## src/rtl/sword_shift_rx.sv

```systemverilog
// Serial-to-parallel receiver for the Sword 3-wire display shift protocol (sclk/sdat/pen).
// Define SHIFT_RX_CLR_EN to add the clr_n_i chain-clear input; without it the clear never asserts.
module sword_shift_rx #(
    parameter int FRAME_BITS = 64,
    parameter int CNT_W      = 8
) (
    input  logic                  clk,
    input  logic                  rst_n,
`ifdef SHIFT_RX_CLR_EN
    input  logic                  clr_n_i,
`endif
    input  logic                  sclk_i,
    input  logic                  sdat_i,
    input  logic                  pen_i,
    output logic [FRAME_BITS-1:0] data_o,
    output logic                  frame_valid_o,
    output logic                  frame_err_o,
    output logic [CNT_W-1:0]      bit_cnt_o,
    output logic                  busy_o
);

    localparam logic [CNT_W-1:0] CNT_FULL = CNT_W'(FRAME_BITS);
    localparam logic [CNT_W-1:0] CNT_SAT  = CNT_W'(FRAME_BITS + 1);

    typedef enum logic [1:0] {IDLE, SHIFT, LATCH} state_t;

    state_t                  state;
    logic [FRAME_BITS-1:0]   sreg;
    logic [CNT_W-1:0]        bit_cnt;
    logic                    sclk_p0, sclk_p1, sclk_p2;
    logic                    pen_p0, pen_p1, pen_p2;
    logic                    sdat_p0, sdat_p1;
    logic                    sclk_rise, pen_rise, clr_act;
    logic [FRAME_BITS-1:0]   sreg_next;

    // The counter sticks one past a full frame so any overlong frame still reads as bad.
    function automatic logic [CNT_W-1:0] sat_inc(input logic [CNT_W-1:0] cnt);
        return (cnt >= CNT_SAT) ? CNT_SAT : cnt + CNT_W'(1);
    endfunction

    // Stage p0/p1: two-flop synchronizers; p2: previous value for edge detection
    always_ff @(posedge clk or negedge rst_n) begin
        if (!rst_n) begin
            sclk_p0 <= 1'b0;
            sclk_p1 <= 1'b0;
            sclk_p2 <= 1'b0;
            pen_p0  <= 1'b0;
            pen_p1  <= 1'b0;
            pen_p2  <= 1'b0;
            sdat_p0 <= 1'b0;
            sdat_p1 <= 1'b0;
        end else begin
            sclk_p0 <= sclk_i;
            sclk_p1 <= sclk_p0;
            sclk_p2 <= sclk_p1;
            pen_p0  <= pen_i;
            pen_p1  <= pen_p0;
            pen_p2  <= pen_p1;
            sdat_p0 <= sdat_i;
            sdat_p1 <= sdat_p0;
        end
    end

`ifdef SHIFT_RX_CLR_EN
    logic clr_n_p0, clr_n_p1;

    always_ff @(posedge clk or negedge rst_n) begin
        if (!rst_n) begin
            clr_n_p0 <= 1'b0;
            clr_n_p1 <= 1'b0;
        end else begin
            clr_n_p0 <= clr_n_i;
            clr_n_p1 <= clr_n_p0;
        end
    end

    assign clr_act = ~clr_n_p1;
`else
    assign clr_act = 1'b0;
`endif

    assign sclk_rise = sclk_p1 & ~sclk_p2;
    assign pen_rise  = pen_p1 & ~pen_p2;
    // sdat shares the sclk synchronizer depth, so sdat_p1 is the value at the sclk rise
    assign sreg_next = {sreg[FRAME_BITS-2:0], sdat_p1};

    // Stage p3: frame FSM with registered pulses and output frame
    always_ff @(posedge clk or negedge rst_n) begin
        if (!rst_n) begin
            state         <= IDLE;
            sreg          <= '0;
            bit_cnt       <= '0;
            data_o        <= '0;
            frame_valid_o <= 1'b0;
            frame_err_o   <= 1'b0;
        end else begin
            frame_valid_o <= 1'b0;
            frame_err_o   <= 1'b0;
            if (clr_act) begin
                state   <= IDLE;
                sreg    <= '0;
                bit_cnt <= '0;
                if (pen_rise) begin
                    frame_err_o <= 1'b1;
                end
            end else begin
                case (state)
                    IDLE, SHIFT: begin
                        if (sclk_rise) begin
                            sreg    <= sreg_next;
                            bit_cnt <= sat_inc(bit_cnt);
                        end
                        // A coincident sclk rise is absorbed above before the latch evaluates
                        if (pen_rise) begin
                            state <= LATCH;
                        end else if (sclk_rise) begin
                            state <= SHIFT;
                        end
                    end
                    LATCH: begin
                        if (bit_cnt == CNT_FULL) begin
                            data_o        <= sreg;
                            frame_valid_o <= 1'b1;
                        end else begin
                            frame_err_o <= 1'b1;
                        end
                        // An sclk rise here is the first bit of the next frame
                        if (sclk_rise) begin
                            sreg    <= sreg_next;
                            bit_cnt <= CNT_W'(1);
                            state   <= SHIFT;
                        end else begin
                            bit_cnt <= '0;
                            state   <= IDLE;
                        end
                    end
                    default: begin
                        state <= IDLE;
                    end
                endcase
            end
        end
    end

    assign bit_cnt_o = bit_cnt;
    assign busy_o    = (state == SHIFT);

endmodule
```

## config.mk

```make
export PLATFORM = sky130hd
export DESIGN_NAME = sword_shift_rx
export DESIGN_NICKNAME = d
export VERILOG_FILES = /design/src/rtl/sword_shift_rx.sv
export SDC_FILE = /design/constraint.sdc
export NUM_CORES = 1
export LEC_CHECK = 0
export BUFFER_PORTS_ARGS = -buffer_cell sky130_fd_sc_hd__buf_4
export CAP_MARGIN = 20
export CORE_UTILIZATION = 50
export CTS_BUF_LIST = sky130_fd_sc_hd__clkbuf_2
export DETAILED_ROUTE_END_ITERATION = 6
export PLACE_DENSITY = 0.83
export SLEW_MARGIN = 25
export SYNTH_ARGS = -nofsm -noshare
export SYNTH_HDL_FRONTEND = slang
export SYNTH_SLANG_ARGS = --single-unit
```

## constraint.sdc

```tcl
create_clock -name clk -period 3.84 [get_ports clk]
set_input_delay 0.192 -clock clk [delete_from_list [all_inputs] [get_ports clk]]
set_output_delay 0.192 -clock clk [all_outputs]
set_load 0.05 [all_outputs]
```

Word level (Yosys, flattened, before mapping)
Cells that the tools add are included.
{"block": "totals", "reg_bits": 148, "latchBits": 0, "rom_bits": 0, "ram_bits": 0, "input_bits": 5, "output_inout_bits": 75, "mem_count": 0}
{"block": "classes", "n_mul": 0, "muxes": 12, "bitwise_logic": 4, "n_addsub": 1, "reduce_logical": 7, "n_div": 0, "eq_ne": 5, "magnitude_cmp": 1, "shifts": 0}
{"op": "two-way mux 8 bit", "count": 2}
{"op": "one-hot mux 8 bit (2 select lines)", "count": 1}
{"op": "adder 8 x 1 -> 8 bit (second input constant)", "count": 1}
{"op": "== test 8 x 7 -> 1 bit (second input constant)", "count": 1}
{"op": ">= comparator 8 x 7 -> 1 bit (second input constant)", "count": 1}
{"op": "two-way mux 1 bit", "count": 6}
{"op": "AND reduction 2 bit", "count": 3}
{"op": "two-way mux 2 bit", "count": 2}
{"op": "one-hot mux 2 bit (2 select lines)", "count": 1}
{"op": "!= test 3 bit (second input constant)", "count": 1}
{"op": "OR reduction 3 bit", "count": 1}
{"op": "bitwise AND 1 bit", "count": 2}
{"op": "== test 2 x 1 -> 1 bit (second input constant)", "count": 1}
{"op": "== test 2 bit (second input constant)", "count": 1}
{"op": "zero test 2 bit", "count": 1}
{"op": "!= test 2 bit (second input constant)", "count": 1}
{"op": "NOT 1 bit", "count": 2}
{"op": "nonzero test 2 bit", "count": 1}
{"op": "OR reduction 2 bit", "count": 1}

Logic depth before layout (Yosys ltp)
Gate-level depths: netlist (run 1).
{"block": "logic_depth", "ltp_word": 5, "ltp_mapped": 7}

Worst setup path before layout (run 1)
OpenSTA, ideal clock, no wires.
{"block": "synth_path", "path_kind": "register -> register", "from": "reg bit_cnt[4], in the netlist bit_cnt_o[4]", "to": "reg data_o[24]", "period_less_slack_ps": 2140, "path_stages_with_launch": 6, "slack_ps": 1700, "setup_time_ps": 127, "n_path_buf": 2, "arrival_ps": 2012, "path_cell_list": "dfrtp_1 or4_4 nor3_2 buf_4 buf_6 mux2_1"}
{"block": "synth_via", "elab_chain_cells": 2}
{"element": "from (decl)", "line": "29", "source": "logic [CNT_W-1:0] bit_cnt;"}
{"element": "from (signal assigned)", "line": "111", "source": "bit_cnt <= sat_inc(bit_cnt);"}
{"element": "== test 8 x 7 -> 1 bit", "line": "121", "source": "if (bit_cnt == CNT_FULL) begin"}
{"element": "AND reduction 2 bit (no line)"}
{"element": "to (signal assigned)", "line": "122", "source": "data_o <= sreg;"}
{"element": "to (decl)", "line": "15", "source": "output logic [FRAME_BITS-1:0] data_o,"}
No other way between the ends.
A chain may end at the register's enable or synchronous reset.

Worst setup path after layout (run 1)
{"block": "layout_path", "from": "reg bit_cnt[4], in the netlist bit_cnt_o[4]", "to": "reg data_o[14]"}
The elaborated chain is that of the path after synthesis.

==> impl_metrics.py, run 1 <==
metrics = {
    "finish": {
        "final_cells": 579,
        "num-nets-final": 437,
        "nFillCells": 847,
        "drive_gt1_share_pct": 42.14,
        "n_antenna_cell": 0,
        "area_delta_synth_final_pct": 16.82,
    },
    "placement": {
        "dp_slack_ps": 1393,
        "placedCellCount": 546,
        "globalplace.congestion": 0.8899,
        "io_buffers": 79,
        "dp_hpwl_um": 5546,
    },
    "detailed_routing": {
        "wl_per_cell_um": 15.31,
        "vias_per_cell": 5.233,
        "drcViolationCount": 1,
        "drt_iter0_drc": 132,
        "wirelength_um": 8866,
        "drtAntennaViolNets": 0,
        "vias": 3030,
        "dr.pass1.iters": 6,
    },
    "sta": {
        "setup-tns-final_ps": 0,
        "rsz0062_at_grt": "false",
        "period_share_pct": 63.64,
        "worst_clock_skew_ps": 27.88,
        "setup_viol": 0,
        "drv_slew": 0,
        "slew_headroom_pct": 41.85,
        "hold_violations": 0,
        "layout_min_cycle_time_ps": 2444,
        "tightest_slew_ps": 872.3,
        "clock.fmax_mhz": 409.2,
        "finalWorstSetupSlack_ps": 1396,
    },
    "min_path": {
        "hold_path.class": "primary input to async pin",
    },
    "synth": {
        "yosysMostFrequentCell": "dfrtp_1",
        "ys_seq_area_share_pct": 66.64,
        "synth_enable_flop_cells": 0,
        "synth_top_area_cell": "dfrtp_1",
        "syn_area_um2": 5558,
        "synthTopCellsByCount": "dfrtp_1, mux2_2, mux2_1",
        "synth_warnings": 0,
        "synth_area_leaders": "dfrtp_1, mux2_2, mux2_1",
        "ys_ff_latch": 148,
        "synth_nets": 347,
        "postSynthCellCount": 339,
        "yosysTopAreaCellShare_pct": 66.64,
        "synth.distinct_cells": 31,
        "synth-main-ff-cell": "dfrtp_1",
        "avgSynthCellArea_um2": 16.39,
        "async_flop_share_pct": 100.0,
    },
    "worst_setup_path": {
        "r2r-end": "data_o[14]",
        "reg2reg_depth": 4,
        "start_kind": "flop",
        "r2r_start": "bit_cnt_o[4]",
        "critPathCaptureType": "flop",
        "worstPathMaxFanout": 65,
        "arrival_ps": 3010,
        "crit_required_ps": 4410,
        "r2r_setup_slack_ps": 1400,
        "worstSetupPathType": "flop to flop",
    },
    "grt": {
        "grt_max_degree": 110,
        "overflow": 0,
        "grt.total_usage_pct": 17.20,
        "grt_pass1_wl_um": 15010,
        "antenna_found_initial": 0,
        "grt_pass1_vias": 3134,
    },
    "clock_network": {
        "post_cts_resized": 0,
        "cts_tree": "built",
        "clk_pin_slew_worst_paths_ps": 180,
        "htree_levels": 4,
        "cts_max_path_buffers": 2,
        "cts.sinks": 148,
        "postCtsSetupBuffers": 0,
        "cts-root-buf": "clkbuf_2",
        "numCtsBuffers": 17,
        "insertion_delay_ps": 670,
    },
    "power": {
        "ir_drop_mv": 0.2509,
        "powerDensity_nw_per_um2": 424.3,
        "p_leak_nw": 3.501,
        "finalPower_mw": 2.755,
    },
    "status": {
        "violations": "design-rule violations",
        "outcome": "finished with violations",
    },
    "floorplanning": {
        "num_io_pins": 80,
        "die_w_um": 107.4,
        "dieHeight_um": 107.4,
        "coreArea_um2": 10840,
        "start_util_pct": 51.27,
        "rows": 38,
        "dieArea_um2": 11540,
    },
    "job": {
        "drv_cap": 0,
    },
}
## stage by stage
step | hold WS [ps] | utilization [%] | cell area (um2)
global placement | 301.6 | 57.74 | 6260
detailed placement | 303.1 | 57.74 | 6260
CTS | 95.09 | 59.87 | 6490
finish | 156.9 | 59.89 | 6492
floorplan | -103.6 | - | 5558
global route | 78.56 | 59.89 | 6492
## cell usage in the layout (no fill, tap or decap), types with 4 or more instances in the layout
cell type      count
nor2_1             8
dlygate4sd3_1      4
mux2_1            54
mux2_2            74
dfrtp_1          148
clkbuf_2          20
clkinv_1           4
buf_4             81
## layout make-up
cell class                 instances  area (um2)  area share, %
inverter                           3       11.26         0.1734
tap                              140       175.2          2.698
clock buffer                      20       100.1          1.542
multi-input combinational        173        1750          26.96
clock inverter                     9       90.09          1.388
timing repair buffer              86       661.9          10.19
sequential                       148        3704          57.04
## critical path: stages (launching register included)
cell     delay, ps
dfrtp_1        470
or4_4          570
nor3_4         160
buf_4          700
mux2_2         410
## timing repair
action / in CTS / in global routing
hold endpoints to repair: 110 / 0
setup endpoints to repair: 0 / 0
hold buffers: 4 / 0
## state kept, by name (all words and copies together), names as in the netlist
register	cells
data_o	64
sreg	64
bit_cnt_o	8
state	2
frame_err_o	1
frame_valid_o	1
pen_p0	1
pen_p1	1
pen_p2	1
sclk_p0	1
sclk_p1	1
sclk_p2	1
sdat_p0	1
sdat_p1	1
## worst max path at each step
stage / startpoint / to / slack [ps]
floorplan: bit_cnt_o[4] / data_o[24] / 1700
finish: bit_cnt_o[4] / data_o[14] / 1400
global route: bit_cnt_o[4] / data_o[18] / 1270
detailed placement: bit_cnt_o[4] / data_o[23] / 1390
global placement: bit_cnt_o[4] / data_o[23] / 1470
CTS: bit_cnt_o[4] / data_o[16] / 1370
## metal layers
layer / share of wire (%) / track usage, %
met3: 5.4 / 5.811
met5: 0 / 0
met1: 45 / 21.75
met4: 1.4 / 7.828
met2: 48 / 26.87
## power by group
part           switching [mW]  leakage (nW)  internal, mW
Sequential             0.0752          2.02          1.65
Clock                   0.481         0.129         0.284
Combinational           0.146          1.35         0.118
## cell families after synthesis
| logic type | synth area share [%] |
|---|---|
| buf+inv | 2.116 |
| fa+ha+maj | 0.6754 |
| simple gates | 2.656 |
| mux | 25.93 |
| xor+xnor | 0.4728 |
| flops | 66.64 |
| compound gates | 1.509 |
Power figures use the tool's default switching activity.
==> run 2, diff against run 1 <==
--- a/config.mk
+++ b/config.mk
@@ -5,6 +5,7 @@
 export SDC_FILE = /design/constraint.sdc
 export NUM_CORES = 1
 export LEC_CHECK = 0
+export ABC_AREA = 1
 export BUFFER_PORTS_ARGS = -buffer_cell sky130_fd_sc_hd__buf_4
 export CAP_MARGIN = 20
 export CORE_UTILIZATION = 50
==> constraint.sdc (replaced) <==
create_clock -name clk -period 2.4 [get_ports clk]
set_input_delay 0.12 -clock clk [delete_from_list [all_inputs] [get_ports clk]]
set_output_delay 0.12 -clock clk [all_outputs]
set_load 0.05 [all_outputs]
==> run 2 against run 1 <==
Compared with the run above: die area is 6.8% higher; the flow still finishes with violations (design-rule violations); setup slack worse by 910 ps; first-iteration DRC count grew 62%; largest cell class unchanged; critical path depth is 4 higher; global-route usage rose by 1.1 points; routed wire length grew 18%.
==> impl_metrics.py, run 2 <==
metrics = {
    "clock_network": {
        "insertion_delay_ps": 660,
        "postCtsSetupBuffers": 0,
        "cts_tree": "built",
        "cts_max_path_buffers": 2,
        "htree_levels": 4,
        "cts_hold_buf": 5,
        "cts.sinks": 148,
        "clk_pin_slew_worst_paths_ps": 200,
        "post_cts_resized": 0,
        "numCtsBuffers": 17,
        "cts-root-buf": "clkbuf_2",
    },
    "detailed_routing": {
        "wirelength_um": 10420,
        "vias_per_cell": 4.897,
        "wl_per_cell_um": 12.58,
        "drt_iter0_drc": 214,
        "dr.pass1.iters": 7,
        "routedLengthMet1_um": 4703,
        "routed.top_layer": "met4",
        "route.met3.wl_um": 571,
        "vias": 4055,
        "drcViolationCount": 16,
        "drtAntennaViolNets": 0,
        "met2RoutedLength_um": 5021,
    },
    "sta": {
        "clock.fmax_mhz": 521.7,
        "tightest_slew_ps": 595.7,
        "worst_clock_skew_ps": 26.05,
        "slew_headroom_pct": 60.29,
        "setup-tns-final_ps": 0,
        "hold_violations": 0,
        "layout_min_cycle_time_ps": 1917,
        "whs_ps": 97.52,
        "drv_slew": 0,
        "period_share_pct": 79.86,
        "setup_viol": 0,
        "finalWorstSetupSlack_ps": 483.3,
        "rsz0062_at_grt": "false",
    },
    "finish": {
        "layout_common_cells": "nand2_1, dfrtp_1, inv_1",
        "finalInstanceArea_um2": 6909,
        "seqCellArea_um2": 3704,
        "drive_gt1_share_pct": 27.19,
        "nFillCells": 978,
        "multiInputGateArea_um2": 1708,
        "area_delta_synth_final_pct": 16.30,
        "num-nets-final": 679,
        "final_common_cell": "nand2_1",
    },
    "status": {
        "violations": "design-rule violations",
        "outcome": "finished with violations",
    },
    "worst_setup_path": {
        "start_kind": "flop",
        "max_stage_delay_ps": 480,
        "cpLargestDelayFamily": "simple AND/OR/NAND/NOR gates",
        "worst_path_max_delay_cell": "dfrtp_1",
        "critPathCaptureType": "flop",
        "arrival_ps": 2480,
        "crit_required_ps": 2970,
        "worstSetupPathType": "flop to flop",
        "r2r_setup_slack_ps": 480,
        "crit_buf_inv": 2,
        "path_cells": "inv_1, ha_1, nand2_1, nor2_2, nand3_4, buf_12, nand2_1, o21ai_2",
        "worstPathMaxFanout": 39,
        "path_common_cell": "nand2_1",
    },
    "power": {
        "ir_drop_mv": 0.3255,
        "p_leak_nw": 3.313,
        "powerDensity_nw_per_um2": 640.5,
    },
    "floorplanning": {
        "dieArea_um2": 12320,
        "dieHeight_um": 111,
        "rows": 39,
        "start_util_pct": 51.59,
        "num_io_pins": 80,
        "coreArea_um2": 11520,
        "die_w_um": 111,
    },
    "synth": {
        "synthAdderAreaFrac_pct": 0.6318,
        "ys_ff_latch": 148,
        "synth.distinct_cells": 19,
        "synth_area_leaders": "dfrtp_1, nand2_1, o21ai_2",
        "synthTopCellsByCount": "nand2_1, dfrtp_1, inv_1",
        "synth_compound_area_share_pct": 15.42,
        "synth_warnings": 0,
        "syn_area_um2": 5941,
        "synth_enable_flop_cells": 0,
        "synth_top_area_cell": "dfrtp_1",
        "synth_nets": 593,
        "yosysTopAreaCellShare_pct": 62.34,
        "yosys.area_share.simple_pct": 12.49,
        "yosysMostFrequentCell": "nand2_1",
        "synth_top_family_by_area": "compound AO/OA/AOI/OAI gates",
        "ys_seq_area_share_pct": 62.34,
        "synth-xor-area-share_pct": 0,
        "avgSynthCellArea_um2": 10.16,
        "muxShareOfSynthArea_pct": 0,
        "postSynthCellCount": 585,
        "async_flop_share_pct": 100.0,
        "synth-main-ff-cell": "dfrtp_1",
    },
    "grt": {
        "overflow": 0,
        "grt_pass1_vias": 3843,
        "antenna_found_initial": 1,
        "grt.total_usage_pct": 18.28,
        "grt_pass1_wl_um": 17860,
        "grt_max_degree": 68,
    },
    "placement": {
        "dp_hpwl_um": 7088,
        "placed_area_um2": 6633,
        "dp_slack_ps": 488.6,
        "io_buffers": 79,
        "globalplace.congestion": 0.8055,
    },
    "min_path": {
        "hold_path.class": "primary input to flop",
    },
    "job": {
        "drv_cap": 0,
    },
}
==> run 2: routing by layer <==
metal | vias up | track usage, %
met5 | - | 0
met4 | 0 | 5.753
met3 | 9 | 5.249
met2 | 102 | 29.73
met1 | 1945 | 23.76
li1 | 1999 | -
==> run 2: power breakdown <==
part           total (mW)  switching [mW]  leakage [nW]  internal [mW]
clock                1.23           0.862         0.121          0.366
combinational       0.518           0.371          1.16          0.147
sequential           2.68          0.0839          2.03           2.60
total                4.43            1.32          3.31           3.11
==> run 2: metrics by stage <==
step | total power, mW | instances | util (%)
6_report | 4.425 | 828 | 60.00
5_1_grt | 4.679 | 828 | 60.00
2_1_floorplan | 3.057 | 585 | -
4_1_cts | 4.477 | 825 | 59.80
3_5_place_dp | 3.239 | 788 | 57.59
3_3_place_gp | 3.215 | 788 | 57.59
==> run 2: worst paths after layout <==
path / from / to / cells after the start
setup / recovery: bit_cnt_o[0] / data_o[13] / 8
hold / removal: sdat_i / sdat_p0 / 2
setup reg to reg: bit_cnt_o[0] / data_o[13] / 8
hold reg to reg: sclk_p0 / sclk_p1 / 0
max in group asynchronous: rst_n / data_o[15] / 4
min in group asynchronous: rst_n / data_o[10] / 3
==> run 2: layout make-up <==
class	count	share of cell area (%)
timing repair buffer	95	11.54
clock inverter	14	1.648
clock buffer	18	1.304
antenna	1	0.03622
inverter	84	4.564
sequential	148	53.60
tap	143	2.590
multi-input combinational	325	24.72
==> run 2: cells by family after synthesis <==
| kind of cell | count (synthesis) |
|---|---|
| DFF | 148 |
| AOI/OAI and AO/OA | 135 |
| and+or+nand+nor | 187 |
| buffers and inverters | 112 |
| adders and majority gates | 3 |
